`src/rtl/cpu_defs.sv`:
```
// Shared CPU constants: boot vector, exception entry,
// sequential fetch step and exception codes.
package cpu_defs;
  localparam logic [31:0] RESET_PC  = 32'hBFC0_0000;
  localparam logic [31:0] EXC_ENTRY = 32'hBFC0_0380;
  localparam logic [31:0] PC_STEP   = 32'd4;
  localparam logic [4:0]  EXC_ADEL  = 5'h04;
endpackage

```
`src/rtl/fetch_inst_buffer.sv`:
```
// Holds the fetched word while the F/D register is
// stalled, so a later SRAM read cannot overwrite it.
module fetch_inst_buffer (
  input  logic        clk,
  input  logic        reset,
  input  logic        flush,
  input  logic        capture,
  input  logic        release_buf,
  input  logic [31:0] rdata,
  output logic        buf_valid,
  output logic [31:0] buf_inst
);

  always_ff @(posedge clk or negedge reset) begin
    if (!reset) begin
      buf_valid <= 1'b0;
      buf_inst  <= '0;
    end else if (flush || release_buf) begin
      buf_valid <= 1'b0;
    end else if (capture) begin
      buf_valid <= 1'b1;
      buf_inst  <= rdata;
    end
  end

endmodule

```
`src/rtl/fetch_stage.sv`:
```
// Instruction fetch: PC generation, SRAM issue,
// branch/flush redirect and stall buffering.
module fetch_stage #(
  parameter logic [31:0] RESET_PC = cpu_defs::RESET_PC,
  parameter logic [31:0] PC_STEP  = cpu_defs::PC_STEP
) (
  input  logic        clk,
  input  logic        reset,
  input  logic        post_allowin,
  output logic        goon_valid,
  output logic [31:0] fs_pc,
  output logic [31:0] fs_instruction,
  output logic        fs_exc_adel,
  input  logic        br_taken,
  input  logic [31:0] br_target,
  input  logic        exc_flush,
  input  logic [31:0] exc_target,
  output logic        inst_sram_en,
  output logic [31:0] inst_sram_addr,
  input  logic [31:0] inst_sram_rdata
);

  import cpu_defs::*;

  logic        fs_valid;
  logic        rd_fresh;
  logic        br_pending;
  logic [31:0] br_pend_pc;
  logic [31:0] next_pc;
  logic        fs_allowin;
  logic        buf_valid;
  logic [31:0] buf_inst;
  logic [31:0] raw_inst;

  assign fs_allowin = !fs_valid || post_allowin;
  assign goon_valid = fs_valid && !exc_flush;

  always_comb begin
    next_pc = fs_pc + PC_STEP;
    priority case (1'b1)
      exc_flush:  next_pc = exc_target;
      br_taken:   next_pc = br_target;
      br_pending: next_pc = br_pend_pc;
      default:    next_pc = fs_pc + PC_STEP;
    endcase
  end

  // reset is sampled directly: the first read issues
  // in the very cycle reset is released
  assign inst_sram_en   = reset && (fs_allowin || exc_flush);
  assign inst_sram_addr = {next_pc[31:2], 2'b00};

  always_ff @(posedge clk or negedge reset) begin
    if (!reset) begin
      fs_valid   <= 1'b0;
      fs_pc      <= RESET_PC - PC_STEP;
      rd_fresh   <= 1'b0;
      br_pending <= 1'b0;
      br_pend_pc <= '0;
    end else begin
      rd_fresh <= inst_sram_en;
      if (inst_sram_en) begin
        fs_valid   <= 1'b1;
        fs_pc      <= next_pc;
        br_pending <= 1'b0;
      end else if (br_taken) begin
        br_pending <= 1'b1;
        br_pend_pc <= br_target;
      end
    end
  end

  fetch_inst_buffer u_buf (
    .clk         (clk),
    .reset       (reset),
    .flush       (exc_flush),
    .capture     (fs_valid && rd_fresh && !post_allowin),
    .release_buf (goon_valid && post_allowin),
    .rdata       (inst_sram_rdata),
    .buf_valid   (buf_valid),
    .buf_inst    (buf_inst)
  );

  assign raw_inst       = buf_valid ? buf_inst : inst_sram_rdata;
  assign fs_exc_adel    = fs_valid && (fs_pc[1:0] != 2'b00);
  assign fs_instruction = (fs_valid && !fs_exc_adel) ? raw_inst : '0;

endmodule

```
`config.mk`:
```
export PLATFORM = sky130hd
export DESIGN_NAME = fetch_stage
export DESIGN_NICKNAME = d
export VERILOG_FILES = /design/src/rtl/cpu_defs.sv /design/src/rtl/fetch_inst_buffer.sv /design/src/rtl/fetch_stage.sv
export SDC_FILE = /design/constraint.sdc
export NUM_CORES = 1
export LEC_CHECK = 0
export BUFFER_PORTS_ARGS = -buffer_cell sky130_fd_sc_hd__buf_2
export CAP_MARGIN = 5
export CORE_MARGIN = 2
export CORE_UTILIZATION = 45
export CTS_BUF_LIST = sky130_fd_sc_hd__clkbuf_4
export DETAILED_ROUTE_END_ITERATION = 10
export GPL_TIMING_DRIVEN = 0
export PLACE_DENSITY = 0.71
export SLEW_MARGIN = 20
export SYNTH_ARGS = -nofsm -noshare
export SYNTH_HDL_FRONTEND = slang
export SYNTH_SLANG_ARGS = --single-unit
```
`constraint.sdc`:
```
create_clock -name clk -period 2.5 [get_ports clk]
set_input_delay 0.25 -clock clk [delete_from_list [all_inputs] [get_ports clk]]
set_output_delay 0.25 -clock clk [all_outputs]
set_load 0.02 [all_outputs]
```
# [Yosys cells after proc, flatten, opt, wreduce, memory -nomap -nowiden]
# Cells that the tools add are included.
[classes] add_sub_neg=1 mux=9 bitwise_logic=2 reduce_logical=19
[op_table] op="32-bit 2-to-1 mux" count=5
[op_table] op="32-bit by 3-bit adder with 32-bit output, second input constant" count=1
[op_table] op="1-bit logical AND" count=7
[op_table] op="2-bit nonzero test" count=3
[op_table] op="1-bit zero test" count=4
[op_table] op="1-bit 2-to-1 mux" count=4
[op_table] op="2-bit AND reduction" count=2
[op_table] op="1-bit logical OR" count=3
[op_table] op="1-bit NOT" count=2
[totals] register_bits=100 in_bits=101 output_inout_bits=99 word_cells=38

# [Logic depth before layout (Yosys ltp)]
# Gate-level depths: netlist of run 1.
[depth] depth_word=6 ltp_mapped=9 depth_no_buf=6

# [By module]
# From an unflattened synthesis of run 1, not the netlist that was laid out.
[unflattened] cells_unflattened=725 area_unflattened_um2=6862.8
[modules_own_cells] mod="fetch_stage" n_inst=1 cells_per_inst=654 area_per_inst_um2=5615.4 seq_area_each_um2=1711.6
[modules_own_cells] mod="fetch_inst_buffer" n_inst=1 cells_per_inst=71 area_per_inst_um2=1247.4 seq_area_each_um2=825.8

# [Worst setup path before layout of run 1]
# Ideal clock, no wire load.
[synth_timing] path_type="register to output" from="reg fs_pc[20]" to="out inst_sram_addr[26]" arrival_ps=1902 required_time_ps=2250 path_slack_ps=348 stages_incl_launch_ff=9 n_path_buf=3 cell_sequence="dfstp_2 > buf_2 > and4_1 > buf_4 > nand3_2 > nor4_4 > xnor2_1 > o21bai_1 > buf_4"
[synth_between] elab_chain_cells=4
[synth_lines] item="start, declared" line="fetch_stage.sv:11" source="output logic [31:0] fs_pc,"
[synth_lines] item="start signal, assigned" line="fetch_stage.sv:56" source="fs_pc <= RESET_PC - PC_STEP;"
[synth_lines] item="start signal, assigned" line="fetch_stage.sv:64" source="fs_pc <= next_pc;"
[synth_lines] item="32-bit by 3-bit adder with 32-bit output" line="fetch_stage.sv:44" source="default: next_pc = fs_pc + PC_STEP;"
[synth_lines] item="32-bit 2-to-1 mux (3 in series)" line="fetch_stage.sv:40" source="priority case (1'b1)"
[synth_lines] item="end, declared" line="fetch_stage.sv:19" source="output logic [31:0] inst_sram_addr,"
# Every way passes these cells.

# [Worst setup path after layout of run 1]
[layout_timing] from="reg fs_pc[2]" to="out inst_sram_addr[22]"
# The elaborated chain is that of the path after synthesis.

==> results.md, run 1 <==
- Share of cells above drive strength 1: 0.4830
- Width of the die: 125.4 microns
- CTS clk-pin slew, worst paths: 160 ps
- Final Hold Slack: 16.50 ps
- Pre-CTS setup slack: -55.20 ps
- Commonest non-fill, non-tap cell in the layout: buf_2
- Fmax: 371.0 MHz
- Core ar.: 0.01448 sq mm
- Total power draw: 5727 uW
- Post-synth EDFFs: 0
- Pin count of the biggest net entering global routing: 63
- Pins over their slew limit: 0
- DRC: 0
- FF+latch count, synth: 100
- Vias in the first global route: 6,550
- Chip height: 125.4 microns
- Met1 Usage GRT: 0.3657
- RSZ-0062 raised after global routing: yes
- # port buffers: 196
- Sequential cell area: 0.002537 sq mm
- CP Class: reg -> out
- Die area: 0.01574 sq mm
- Initial antenna violation count: 0
- Violated checks: negative setup slack
- Final setup fails: 24
- FFs w/ async S/R, synth: 1.000
- Num CTS Buffers: 9
- Final GP Congestion: 0.8517
- Routed Antenna Nets: 0
- Post-synthesis sequential area ratio: 0.3824
- Gr usage total: 0.2747
- Cell Pwr Density: 599.7 mW/mm^2
- Rel. slew slack: 0.5001
- Post-Synth Adder-Cell Area: 0.001885
- ANT cells: 0
- Hold Crit Class: in -> reg
- Cells along the critical path: ha_4, and4_4, nand3_4, nor4_4, xnor2_1, o21ai_1, buf_6
- Period utilisation layout: 1.078
- Compound-cell area share of the yosys netlist: 0.1416
- Boundary pin count: 200
- Final setup margin: -195.6 ps
- Gr ovfl total: 0
- Fin Setup TNS: -2655 ps
- CP max FO: 5
- Final Skew: 19.86 ps
- Grt peak-use layer: met2
- Clk_lat worst skew: 500 ps
- Slew @ Worst Pin: 749.8 ps
- Critical path endpoint category: primary output
- Outcome: finished, violations left
- DR iter-0 viols: 520
- Final hold viol count: 0
- Synth Area in XOR/XNOR: 0.02903
- Worst endpoint required time: 2250 ps
- Area Growth Syn to Fin: 43.89%
- Critical path depth: 7
- Clock Sink Count: 100
- Reg-to-Reg End: fs_pc[28]
- Most frequent cells in the layout: 183 x buf_2, 73 x buf_4, 72 x dfrtp_1
- Met2 Track Usage GR: 0.4582
- CP bufs+invs: 1
- CP startpoint: fs_pc[2]
- Final WL: 22,270 microns
- R2R cell count: 14
- Max Cap Viol: 0
- Lkg Pwr: 0.004321 uW
- FP Rows: 44
- Cells after Synth: 695
- Largest family of logic cells by synthesized area: simple AND/OR/NAND/NOR gates
- Global-route wire length before repair: 34,350 microns
- Crit path time final: 2696 ps
- Nets: 1,097
- Critical path launch point type: flip-flop
- Grt met3 use: 0.04450
- Dpl hpwl: 15,260 microns
- Reg2reg setup slack: -70 ps
- Crit path max-delay family: simple AND/OR/NAND/NOR gates
- Max Root-Sink Buffers: 2
- Syn. warnings: 0
- Syn_area_per_cell: 9.549 sq um
- Hold Crit Depth: 2
- Reg2Reg Launch Point: fs_pc[2]
- Via count: 6,690
- Synthesized cell area: 0.006636 sq mm
- Mux cell area share after synthesis: 0.1797
- Library cells used by synthesis: 66
- Top_reg_cell synth: dfrtp_1
- Area of the multi-input gates: 0.003944 sq mm
- Drt wl/cell: 18.80 microns
- Clock Tree Root: clkbuf_4
- Initial Util: 0.4583
- Worst setup path endpoint: inst_sram_addr[22]
- Post-synthesis simple-gate area fraction: 0.1885
- Detailed-route vias per instance: 5.650
- Arr. time, crit path: 2450 ps
- # H-tree levels: 3
- CTS tree: yes
- Fill count: 1,169
- VDD IR max: 0.3689 mV
- Router iterations before antenna repair: 6
- Critical Path Max Stage Delay: 590 ps
- Slowest cell on crit path: dfstp_2
## worst min-delay path by stage
| stage | to | slack, ps | start |
|---|---|---|---|
| floorplan | br_pend_pc[0] | -50 | reset |
| global placement | u_buf.buf_valid | 450 | post_allowin |
| detailed placement | u_buf.buf_inst[9] | 200 | reset |
| CTS | br_pend_pc[4] | 0.4 | br_target[4] |
| global route | br_pend_pc[4] | -0.7 | br_target[4] |
| finish | br_pend_pc[4] | 20 | br_target[4] |
## routing by layer
metal	vias to the layer above	routed length, microns
met2	365	10640
met5	-	0
li1	3082	-
met4	0	542
met1	3194	9322
met3	49	1760
## final cells by class
type	instances	area share
timing repair buffer	308	0.2256
inverter	12	0.004717
buffer	61	0.04232
multi-input combinational	503	0.4130
clock buffer	10	0.007862
tap	184	0.02411
clock inverter	6	0.01664
sequential	100	0.2657
## power by group
part	total [uW]	internal (uW)	switching, uW
logic	2230	1020	1210
registers	2180	1970	215
clock network	1310	722	593
## stage by stage
stage | cell area (sq um) | utilization | cells
floorplan | 6640 | - | 696
global placement | 7851 | 0.5423 | 1076
detailed placement | 7885 | 0.5446 | 1077
CTS | 9231 | 0.6376 | 1169
global route | 9549 | 0.6595 | 1184
finish | 9549 | 0.6595 | 1184
## timing repair
item	4_1_cts	5_1_grt
gates resized for setup	104	58
setup endpoints to repair	33	41
pin swaps	46	47
buffers inserted	41	18
hold endpoints to repair	90	0
gates cloned	0	0
hold buffers	52	0
## flip-flops by register name, indices dropped and copies added, names as in the netlist
name / cells
u_buf.buf_inst: 32
br_pend_pc: 32
br_pending: 1
fs_valid: 1
u_buf.buf_valid: 1
fs_pc: 32
rd_fresh: 1
## logic make-up (layout without fill, tap and decap cells)
group / count (synthesis) / after routing
AOI/OAI and AO/OA: 139 / 139
xor gates and xnor gates: 22 / 22
adders and majority gates: 1 / 1
buffers and inverters: 93 / 397
DFF: 100 / 100
muxes: 110 / 110
other: 1 / 2
and+or+nand+nor: 229 / 229
## cells in the mapped netlist, types with 3 or more instances
cell type,instances,area share
inv_1,10,0.0057
a221o_1,10,0.015
o2bb2ai_1,6,0.0079
a21oi_1,20,0.015
o21a_1,3,0.0034
o21ai_0,40,0.030
nand4_1,10,0.0094
xnor2_1,16,0.021
o211ai_1,4,0.0045
o22ai_1,8,0.0075
a31oi_1,4,0.0038
xor2_1,6,0.0079
nand2b_1,14,0.013
o31a_1,3,0.0040
and2_1,3,0.0028
dfrtp_1,72,0.27
clkbuf_1,16,0.0091
and4_1,3,0.0040
buf_2,20,0.015
and3_1,12,0.011
nand3_2,3,0.0045
nor3_1,18,0.014
o21ai_1,3,0.0023
o21bai_1,3,0.0034
nor2b_1,6,0.0057
nor2_1,71,0.040
a21boi_0,4,0.0045
a221oi_1,12,0.016
nor4_4,6,0.019
mux2_2,73,0.12
nand2_1,52,0.029
a211o_1,3,0.0040
dfstp_2,28,0.11
buf_4,35,0.040
buf_1,9,0.0051
nand3_1,17,0.013
mux2i_1,37,0.056
(Power assumes the default switching activity.)
==> run 2: changes to the inputs <==
--- a/config.mk
+++ b/config.mk
@@ -7,12 +7,13 @@
 export LEC_CHECK = 0
 export BUFFER_PORTS_ARGS = -buffer_cell sky130_fd_sc_hd__buf_2
 export CAP_MARGIN = 5
+export CORE_ASPECT_RATIO = 0.6
 export CORE_MARGIN = 2
 export CORE_UTILIZATION = 45
 export CTS_BUF_LIST = sky130_fd_sc_hd__clkbuf_4
 export DETAILED_ROUTE_END_ITERATION = 10
 export GPL_TIMING_DRIVEN = 0
-export PLACE_DENSITY = 0.71
+export PLACE_DENSITY_LB_ADDON = 0.3
 export SLEW_MARGIN = 20
 export SYNTH_ARGS = -nofsm -noshare
 export SYNTH_HDL_FRONTEND = slang
==> run 2 against run 1 <==
  * The run still ends with negative setup slack left
  * Maximum frequency is 0.35% higher
  * Worst hold slack got worse by 1.7 ps
  * Routed wire length grew 5.9%
  * Sequential share of layout area rose by 1.3 points
  * Critical path depth increased by 2
  * Clock-buffer cell count unchanged
  * Core utilization down 3.1 points
  * Sequential power is essentially flat
  * Critical path type unchanged
  * Largest power group is now sequential cells
==> results.md, run 2 (synthesized netlist as in run 1, its figures left out) <==
- Outcome: finished, violations left
- Violated checks: negative setup slack
- Most frequent cells in the layout: 183 x buf_2, 80 x buf_4, 72 x dfrtp_1
- FP Rows: 34 (-23%)
- # port buffers: 196 (unchanged)
- CP Class: reg -> out
- Flop pwr share: 0.418 (+0.037)
- # H-tree levels: 3 (unchanged)
- Final setup fails: 23 (-4.2%)
- Placed cell area: 0.007903 sq mm (+0.22%)
- Num CTS Buffers: 9 (unchanged)
- Pin count of the biggest net entering global routing: 42 (-33%)
- Die area: 0.01577 sq mm (+0.20%)
- Final GP Congestion: 0.9442 (+11%)
- Width of the die: 160.8 microns (+28%)
- Rel. slew slack: 0.3878 (-0.1123)
- Initial Util: 0.4588 (+0.0004758)
- Final WL: 23,590 microns (+5.9%)
- Final instance area: 0.009090 sq mm (-4.8%)
- Regs by FF count: br_pend_pc: 32 flops, fs_pc: 32 flops, u_buf.buf_inst: 32 flops
- Drt wl/cell: 20.33 microns (+8.1%)
- Global-route wire length before repair: 35,310 microns (+2.8%)
- Period utilisation layout: 1.074 (-0.003768)
- Cell Pwr Density: 578.7 mW/mm^2 (-3.5%)
- DRC: 0 (unchanged)
- Initial antenna violation count: 1 (+1)
- Fill count: 1,232 (+5.4%)
- Area Growth Syn to Fin: 36.97%
- Lkg Pwr: 0.004152 uW (-3.9%)
- Arr. time, crit path: 2440 ps (about the same)
- Gr ovfl total: 0 (unchanged)
- Commonest non-fill, non-tap cell in the layout: buf_2
- Reg2reg setup slack: 290 ps (+360 ps)
- Pins over their slew limit: 0 (unchanged)
- Final core utilization: 0.6285 (-0.03106)
- RSZ-0062 raised after global routing: yes
- Router iterations before antenna repair: 6 (unchanged)
- Critical Path Max Stage Delay: 610 ps (+20 ps)
- Critical path launch point type: flip-flop
- Switching Fraction: 0.3846 (+0.03230)
- CTS tree: yes
- Detailed-route vias per instance: 5.814 (+2.9%)
- Part of the power in combinational logic: 0.416 (+0.027)
- Cells along the critical path: ha_4, and4_4, nand3_4, buf_12, nor2_2, xnor2_1, o22ai_1, buf_4, buf_2
- Chip height: 98.07 microns (-22%)
- Switching power: 2023 uW (+0.27%)
- Boundary pin count: 200 (unchanged)
- Clock Tree Root: clkbuf_4
- Core ar.: 0.01446 sq mm (-0.10%)
- Final setup margin: -186.2 ps (+9.420 ps)
- Dpl hpwl: 16,390 microns (+7.4%)
- Hold Crit Class: in -> reg
- Nets: 1,058 (-3.6%)
- Vias in the first global route: 6,218 (-5.1%)
- Crit path time final: 2686 ps (-9.420 ps)
- Fmax: 372.3 MHz (+0.35%)
- CTS clk-pin slew, worst paths: 160 ps (about the same)
- Max Root-Sink Buffers: 2 (unchanged)
- Clock Sink Count: 100 (unchanged)
- Via count: 6,744 (+0.81%)
- Routed Antenna Nets: 0 (unchanged)
- Slew @ Worst Pin: 918.2 ps (+168.4 ps)
- Slowest cell on crit path: dfstp_2
- Final Skew: 24.06 ps (+4.202 ps)
- Pre-CTS setup slack: -228.4 ps (-173.2 ps)
- Final hold viol count: 0 (unchanged)
- Max Cap Viol: 0 (unchanged)
- Gr usage total: 0.2913 (+0.01668)
- Cell-internal power: 3237 uW (-13%)
- VDD IR max: 0.2963 mV (-20%)
- Critical path endpoint category: primary output
- DR iter-0 viols: 653 (+26%)
- Worst endpoint required time: 2250 ps (about the same)
- Clk pwr share: 0.166 (-0.064)
- Total power draw: 5260 uW (-8.1%)
- CP max FO: 3 (-2)
- Clk_lat worst skew: 470 ps (-30 ps)
- Share of cells above drive strength 1: 0.5036 (+0.02064)
-- run 2: cell types whose count changed in the layout (fill, tap and decap cells not counted), sizes merged --
cell,change
diode,+1
inv,-1
dlygate4sd3,-46
buf,+6
bufinv,-4
clkinv,+4
clkbuf,+1
clkinvlp,+1
-- run 2: through the flow --
stage	hold slack, ps	setup TNS (ps)	cells
5_1_grt	0.8791	-4216	1159
2_1_floorplan	-45.59	0	696
3_5_place_dp	204.3	-1706	1091
4_1_cts	1.680	-2552	1141
3_3_place_gp	446.6	-87750	1090
6_report	14.82	-2096	1160
-- run 2: layout make-up --
cell class              instances  area, sq um  share of cell area
inverters                      12        45.04            0.004955
clock inverters                 6        55.05            0.006056
repair buffers                278         1857              0.2043
clock buffers                  10        75.07            0.008259
plain buffers                  52        326.6             0.03593
flip-flops and latches        100         2537              0.2791
multi-input cells             503         3944              0.4339
well taps                     198        247.7             0.02725
diodes                          1        2.502           0.0002753
-- run 2: repair_timing --
item                       in CTS  in global routing
hold endpoints to repair       32                  3
resized for setup             102                 48
hold buffers                    6                  3
setup endpoints to repair      30                 60
setup buffers                  48                 25
pin swaps                      51                 50
-- run 2: power by group through the flow --
stage | registers (uW) | clock network, uW | logic, uW
CTS | 2200 | 886 | 2050
global placement | 2240 | 0 | 1760
floorplan | 2300 | 0 | 1090
global route | 2240 | 943 | 2320
detailed placement | 2250 | 0 | 1790
finish | 2200 | 874 | 2190
-- run 2: worst max-delay path: cells and delay by family (launching register included) --
family / cells / cell delay (ps)
adder cells (fa/ha/maj): 1 / 180
XOR/XNOR: 1 / 130
AND/OR/NAND/NOR: 3 / 490
flip-flops: 1 / 610
buffers and inverters: 3 / 460
AO/OA/AOI/OAI: 1 / 100
-- run 2: metal layers --
metal,share of wire,up-vias,GRT usage
li1,-,3002,-
met1,0.45,3278,0.4316
met2,0.41,408,0.4148
met3,0.11,56,0.08666
met4,0.022,0,0.07349
met5,0,-,0
-- run 2: worst paths after layout --
check,from,endpoint,cells past startpoint
max,fs_pc[3],inst_sram_addr[18],9
min,br_target[20],br_pend_pc[20],2
max reg2reg,fs_valid,fs_pc[25],6
min reg2reg,u_buf.buf_inst[26],u_buf.buf_inst[26],1
max in group asynchronous,reset,br_pend_pc[7],5
min in group asynchronous,reset,fs_pc[4],2
